<file path="src/rtl/pause_flow_ctrl_if.sv">
// ----------------------------------------------------------------------------
// pause_flow_ctrl_if
// Pause-frame request channel between the flow-control requester and the
// transmit MAC.
//   req  : pause request, held by the requester until acknowledged
//   val  : pause quanta (non-zero = XOFF, zero = XON)
//   addr : destination address carried with the request
//   ack  : single-cycle acceptance pulse from the MAC
// Modports: master = requester side, slave = MAC side.
// ----------------------------------------------------------------------------
interface pause_flow_ctrl_if;
    logic        req;
    logic [15:0] val;
    logic [47:0] addr;
    logic        ack;

    modport master (output req, output val, output addr, input ack);
    modport slave  (input req, input val, input addr, output ack);
endinterface

</file>
<file path="src/rtl/pause_flow_ctrl.sv">
// ----------------------------------------------------------------------------
// pause_flow_ctrl
// IEEE 802.3x flow-control requester. Watches the receive FIFO fill level
// against high/low watermarks and asks the MAC to send XOFF (PAUSE_QUANTA)
// when congested and XON (zero quanta) once drained. XOFF is re-sent every
// REFRESH_CYCLES while congestion persists.
// Ports:
//   tx_clk     : clock
//   rstn       : asynchronous active-low reset
//   enable     : flow control enabled
//   fifo_level : receive FIFO occupancy (FIFO_AW+1 bits, tx_clk domain)
//   tx_pause   : pause request channel (req/val/addr out, ack in)
//   paused     : link partner is considered paused
//   xoff_cnt   : XOFF requests accepted by the MAC, saturating
// ----------------------------------------------------------------------------
module pause_flow_ctrl #(
    parameter int          FIFO_AW        = 9,
    parameter int          HI_WM          = 448,
    parameter int          LO_WM          = 128,
    parameter logic [15:0] PAUSE_QUANTA   = 16'h5A0F,
    parameter logic [47:0] PAUSE_DA       = 48'h0180C2000001,
    parameter int          REFRESH_CYCLES = 65536
) (
    input  logic                  tx_clk,
    input  logic                  rstn,
    input  logic                  enable,
    input  logic [FIFO_AW:0]      fifo_level,
    pause_flow_ctrl_if.master     tx_pause,
    output logic                  paused,
    output logic [15:0]           xoff_cnt
);

    localparam int LVL_W = FIFO_AW + 1;
    localparam int TMR_W = $clog2(REFRESH_CYCLES) + 1;

    // Watermarks at full level width so a completely full FIFO compares right.
    localparam logic [LVL_W-1:0] HI_LVL   = LVL_W'(HI_WM);
    localparam logic [LVL_W-1:0] LO_LVL   = LVL_W'(LO_WM);
    localparam logic [TMR_W-1:0] TMR_LOAD = TMR_W'(REFRESH_CYCLES - 1);

    typedef enum logic [1:0] {
        IDLE     = 2'd0,
        XOFF_REQ = 2'd1,
        PAUSED   = 2'd2,
        XON_REQ  = 2'd3
    } state_t;

    state_t             state, nxt_state;
    logic [TMR_W-1:0]   timer, nxt_timer;
    logic               req_q, nxt_req;
    logic [15:0]        val_q, nxt_val;
    logic [47:0]        addr_q, nxt_addr;
    logic               nxt_paused;
    logic [15:0]        nxt_xoff_cnt;

    logic congested, drained;
    assign congested = fifo_level >= HI_LVL;
    assign drained   = fifo_level <= LO_LVL;

    always_ff @(posedge tx_clk or negedge rstn) begin
        if (!rstn) begin
            state    <= IDLE;
            timer    <= '0;
            req_q    <= 1'b0;
            val_q    <= '0;
            addr_q   <= '0;
            paused   <= 1'b0;
            xoff_cnt <= '0;
        end else begin
            state    <= nxt_state;
            timer    <= nxt_timer;
            req_q    <= nxt_req;
            val_q    <= nxt_val;
            addr_q   <= nxt_addr;
            paused   <= nxt_paused;
            xoff_cnt <= nxt_xoff_cnt;
        end
    end

    always_comb begin
        nxt_state    = state;
        nxt_timer    = timer;
        nxt_req      = req_q;
        nxt_val      = val_q;
        nxt_addr     = addr_q;
        nxt_paused   = paused;
        nxt_xoff_cnt = xoff_cnt;

        case (state)
            IDLE: begin
                if (enable && congested) begin
                    nxt_state = XOFF_REQ;
                    nxt_req   = 1'b1;
                    nxt_val   = PAUSE_QUANTA;
                    nxt_addr  = PAUSE_DA;
                end
            end

            // Once raised, the XOFF is never withdrawn; level/enable changes
            // are acted on only after the MAC accepts it.
            XOFF_REQ: begin
                if (tx_pause.ack) begin
                    nxt_state  = PAUSED;
                    nxt_req    = 1'b0;
                    nxt_val    = '0;
                    nxt_addr   = '0;
                    nxt_paused = 1'b1;
                    nxt_timer  = TMR_LOAD;
                    if (xoff_cnt != 16'hFFFF)
                        nxt_xoff_cnt = xoff_cnt + 16'd1;
                end
            end

            // Timer is loaded with REFRESH_CYCLES-1 and the refresh fires on the
            // edge that sees zero, giving exactly REFRESH_CYCLES cycles.
            PAUSED: begin
                if (timer != '0)
                    nxt_timer = timer - 1'b1;
                if (drained || !enable) begin
                    nxt_state = XON_REQ;
                    nxt_req   = 1'b1;
                    nxt_val   = '0;
                    nxt_addr  = PAUSE_DA;
                end else if (timer == '0) begin
                    nxt_state = XOFF_REQ;
                    nxt_req   = 1'b1;
                    nxt_val   = PAUSE_QUANTA;
                    nxt_addr  = PAUSE_DA;
                end
            end

            XON_REQ: begin
                if (tx_pause.ack) begin
                    nxt_state  = IDLE;
                    nxt_req    = 1'b0;
                    nxt_val    = '0;
                    nxt_addr   = '0;
                    nxt_paused = 1'b0;
                end
            end

            default: begin
                nxt_state = IDLE;
                nxt_req   = 1'b0;
                nxt_val   = '0;
                nxt_addr  = '0;
            end
        endcase
    end

    assign tx_pause.req  = req_q;
    assign tx_pause.val  = val_q;
    assign tx_pause.addr = addr_q;

endmodule

</file>
<file path="src/flat_wrapper.sv">
// flat-port wrapper written by rule: the top's interface ports become plain ports
module pause_flow_ctrl_flat 
#(
    parameter int          FIFO_AW        = 9,
    parameter int          HI_WM          = 448,
    parameter int          LO_WM          = 128,
    parameter logic [15:0] PAUSE_QUANTA   = 16'h5A0F,
    parameter logic [47:0] PAUSE_DA       = 48'h0180C2000001,
    parameter int          REFRESH_CYCLES = 65536
)
  (tx_clk, rstn, enable, fifo_level, paused, xoff_cnt, tx_pause_req, tx_pause_val, tx_pause_addr, tx_pause_ack);
  pause_flow_ctrl_if tx_pause_i ();
  input  logic tx_clk;
  input  logic rstn;
  input  logic enable;
  input  logic [FIFO_AW:0] fifo_level;
  output logic paused;
  output logic [15:0] xoff_cnt;
  output wire logic [$bits(tx_pause_i.req)-1:0] tx_pause_req;
  output wire logic [$bits(tx_pause_i.val)-1:0] tx_pause_val;
  output wire logic [$bits(tx_pause_i.addr)-1:0] tx_pause_addr;
  input wire logic [$bits(tx_pause_i.ack)-1:0] tx_pause_ack;
  assign tx_pause_req = tx_pause_i.req;
  assign tx_pause_val = tx_pause_i.val;
  assign tx_pause_addr = tx_pause_i.addr;
  assign tx_pause_i.ack = tx_pause_ack;
  pause_flow_ctrl #(.FIFO_AW(FIFO_AW), .HI_WM(HI_WM), .LO_WM(LO_WM), .PAUSE_QUANTA(PAUSE_QUANTA), .PAUSE_DA(PAUSE_DA), .REFRESH_CYCLES(REFRESH_CYCLES)) u_core (.tx_clk(tx_clk), .rstn(rstn), .enable(enable), .fifo_level(fifo_level), .tx_pause(tx_pause_i), .paused(paused), .xoff_cnt(xoff_cnt));
endmodule
</file>
<file path="config.mk">
export PLATFORM = sky130hd
export DESIGN_NAME = pause_flow_ctrl_flat
export DESIGN_NICKNAME = d
export VERILOG_FILES = /design/src/rtl/pause_flow_ctrl_if.sv /design/src/rtl/pause_flow_ctrl.sv /design/src/flat_wrapper.sv
export SDC_FILE = /design/constraint.sdc
export NUM_CORES = 1
export LEC_CHECK = 0
export BUFFER_PORTS_ARGS = -buffer_cell sky130_fd_sc_hd__buf_4
export CAP_MARGIN = 15
export CORE_ASPECT_RATIO = 1.2
export CORE_MARGIN = 5
export CORE_UTILIZATION = 44
export CTS_CLUSTER_SIZE = 20
export DETAILED_ROUTE_END_ITERATION = 8
export PLACE_DENSITY = 0.76
export SETUP_SLACK_MARGIN = 0.5
export SYNTH_ARGS = -nofsm -noshare
export SYNTH_HDL_FRONTEND = slang
export SYNTH_SLANG_ARGS = --single-unit
</file>
<file path="constraint.sdc">
create_clock -name tx_clk -period 1.8 [get_ports tx_clk]
set_input_delay 0.09 -clock tx_clk [delete_from_list [all_inputs] [get_ports tx_clk]]
set_output_delay 0.09 -clock tx_clk [all_outputs]
set_load 0.02 [all_outputs]
</file>
==> summary.md <==
| Metric | Value |
|---|---|
| Ports | `between 90 and 100` |
| CTS buffer count | `5` |
| Area Overhead vs Synth | `35.3%` |
| Ys Warns | `0` |
| Yosys reg bits | `38` |
| Critical path startpoint category | `register` |
| Largest cells by area after synthesis | `dfrtp_1 (38%), buf_4 (19%), xnor2_1 (5.7%)` |
| DIE AREA | `between 7000 and 8000 sq um` |
| CTS max path bufs | `2` |
| Power, Total | `around 3800 uW` |
| Gate Count Post-Synth | `between 200 and 300` |
| Chip height | `slightly above 90 um` |
| Share of Yosys cell area claimed by the top area cell type | `between 30% and 40%` |
| Fmax | `497 MHz` |
| Critical Setup Path Class | `reg2reg` |
| First-pass GRT wire length | `between 9 and 10 mm` |
| DR vias/cell | `between 5 and 6` |
| Cell variety after synth | `50` |
| Routed length per placed instance | `roughly 15 um` |
| Post-route ant nets | `0` |
| Htree depth | `2` |
| Clk_lat worst skew | `roughly 300 ps` |
| Total grt overflow | `0` |
| Final Skew | `about 8.4 ps` |
| Largest net degree at the start of global routing | `39` |
| Row count | `30` |
| Antenna violations before repair | `0` |
| ANT cells | `0` |
| Data required time of the critical path | `~2000 ps` |
| Failing checks | `setup timing` |
| Vias in the first global route | `2,099` |
| Worst slew margin | `59.7%` |
| I/O Buffers | `45` |
| Setup violations, final | `20` |
| Core ar. | `around 5600 sq um` |
| Final hold violations | `0` |
| Pre-Repair DR Iteration Count | `4` |
| Cell Area, Synth | `2470 sq um` |
| Initial DRC count | `78` |
| Period utilisation layout | `112%` |
| Critical-path cell list | `buf_6, or4_4, nor4_4, buf_4, nor2_4, a211oi_2, a31oi_1` |
| Fraction of the yosys area taken by sequential cells | `38.5%` |
| Leak Pwr | `roughly 0.0015 uW` |
| Via count | `2,030` |
| Fin crit period | `around 2000 ps` |
| CTS clk-pin slew, worst paths | `roughly 80 ps` |
| Worst hold-check path type | `in2reg` |
| Filler cells | `464` |
| RSZ-0062 raised after global routing | `yes` |
| CP arrival | `2190 ps` |
| Post-synth EDFFs | `0` |
| P per Cell Area | `around 1100 nW/um^2` |
| Root buf cell | `clkbuf_8` |
| Global placement routability congestion | `slightly above 0.8` |
| CP max stage delay | `550 ps` |
| Synth Flop Type | `dfrtp_1` |
| Synth Area per Inst | `around 9.6 sq um` |
| Final Max Slew Viols | `0` |
| CTS sink count | `38` |
| Initial Util | `between 40 and 50%` |
| Worst VDD drop | `between 0.0007 and 0.0008 V` |
| Async set-reset flop share out of synthesis | `100%` |
| Slew @ Worst Pin | `602 ps` |
| CP max stage cell | `or4_4` |
| Layout cell share with drive strength beyond 1 | `a little under half` |
| Fin worst setup slack | `-211 ps` |
| Total GRT Usage | `approximately 17%` |
| Synth area leader | `dfrtp_1` |
| CP Capture Type | `register` |
| Layout net count | `355` |
| DRC | `0` |
| TNS Setup | `-3020 ps` |
| Max-cap violations | `0` |
| Critical-path maximum fanout | `6` |
| Die W | `about 80 um` |
| Run status | `finished with violations` |
| DRT Wirelength | `6.14 mm` |
| Final HPWL DP | `a little over 4 mm` |
| CTS tree | `built` |
## registers in the layout (all words and copies together), names as in the netlist
register	flops
u_core.tx_pause.val	1
u_core.tx_pause.addr	1
u_core.xoff_cnt	16
u_core.state	2
u_core.timer	17
u_core.paused	1
## area by class of cell
type                       count  area, sq um  area share (%)
multi-input combinational    196         1410            42.1
sequential                    38          960            28.7
timing repair buffer          96          746            22.3
clock buffer                   6         82.6            2.47
tap                           64         80.1            2.39
clock inverter                 2         60.1            1.80
inverter                       2         7.51           0.224
## cell usage in the layout, fill, tap and decap left out, types with 3 or more instances in the layout
master | netlist | layout
dfrtp_1 | 38 | 31
and3_1 | 4 | 3
or3_1 | 6 | 5
nor4_1 | 8 | 4
nand2b_1 | 4 | 3
xnor2_1 | 16 | 16
nand2_1 | 19 | 17
nor3_1 | 7 | 4
nand3_1 | 13 | 10
nor4_4 | 1 | 5
clkbuf_8 | 0 | 6
a21oi_1 | 5 | 4
buf_4 | 64 | 89
buf_6 | 1 | 6
xor2_1 | 6 | 6
nor2_1 | 8 | 7
dfrtp_2 | 0 | 7
conb_1 | 1 | 50
nand4_1 | 5 | 5
or4_4 | 2 | 3
nor4_2 | 4 | 4
o21ai_1 | 2 | 3
## what timing repair did
item / 4_1_cts / 5_1_grt
hold endpoints to repair: 38 / 0
setup endpoints to repair: 37 / 38
pin swaps: 18 / 13
resized for setup: 24 / 7
hold buffers: 1 / 0
buffers inserted: 13 / 5
## final timing paths
path	from	cells past startpoint	to	slack, ps
setup / recovery	u_core.timer[4]$_DFFE_PN0P_	7	u_core.timer[2]$_DFFE_PN0P_	-210
hold reg to reg	u_core.xoff_cnt[6]$_DFFE_PN0P_	1	u_core.xoff_cnt[6]$_DFFE_PN0P_	500
setup reg to reg	u_core.timer[4]$_DFFE_PN0P_	7	u_core.timer[2]$_DFFE_PN0P_	-210
hold / removal	tx_pause_ack	2	u_core.state[0]$_DFFE_PN0P_	20
max in group asynchronous	rstn	2	u_core.xoff_cnt[0]$_DFFE_PN0P_	1130
min in group asynchronous	rstn	2	u_core.timer[5]$_DFFE_PN0P_	290
## through the flow
step	hold WS, ps	area [sq um]	cells	utilization (%)	worst slack (ps)
after floorplan	-206	2780	306	-	-190
after global placement	82.0	2910	377	52.5	-145
after detailed placement	88.0	2910	377	52.5	-225
after CTS	15.8	3270	399	58.8	-182
after global routing	26.8	3340	404	60.2	-290
final	19.5	3340	404	60.2	-211
## synthesized netlist by cell type (2+ instances only)
library cell and number:
dfrtp_1 38, a31oi_1 2, buf_2 2, xnor2_1 16, inv_1 2, a21oi_1 5
nor3_1 7, xor2_1 6, and3_1 4, ha_1 2, o21ai_0 4, nand3_1 13
clkbuf_1 2, buf_4 64, or3_1 6, nor2_1 8, nand4_1 5, o211ai_1 2
nand2b_1 4, or4_4 2, o21ai_1 2, mux2i_1 2, nor4_1 8, nor4_2 4
nand2_1 19, or2_2 3, mux2_2 2
## routing by layer
metal / up-vias / track usage [%] / routed length, um
li1: 943 / - / -
met1: 974 / 17.6 / 2240
met2: 92 / 30.7 / 3240
met3: 21 / 4.91 / 464
met4: 0 / 7.73 / 196
met5: - / 0 / 0
## critical path: cells and delay by family (launching register included)
family,cells,cell delay (ps)
buffers and inverters,2,320
AOI/OAI and AO/OA,2,210
and+or+nand+nor,3,950
DFF,1,400
## power breakdown
part           switching (uW)  internal [uW]  leakage [uW]  total, uW
Sequential                202            992      0.000423       1190
Combinational             905            751       0.00102       1660
Clock                     316            591     0.0000714        907
Total                    1420           2330       0.00152       3760
## cell families after synthesis
group	share of synthesized area, %
and+or+nand+nor	22.7
AOI/OAI and AO/OA	6.99
adders and majority gates	1.01
buffers and inverters	21.1
muxes	1.72
other	0.152
xor gates and xnor gates	7.80
DFF	38.5
Power figures use the tool's default switching activity.
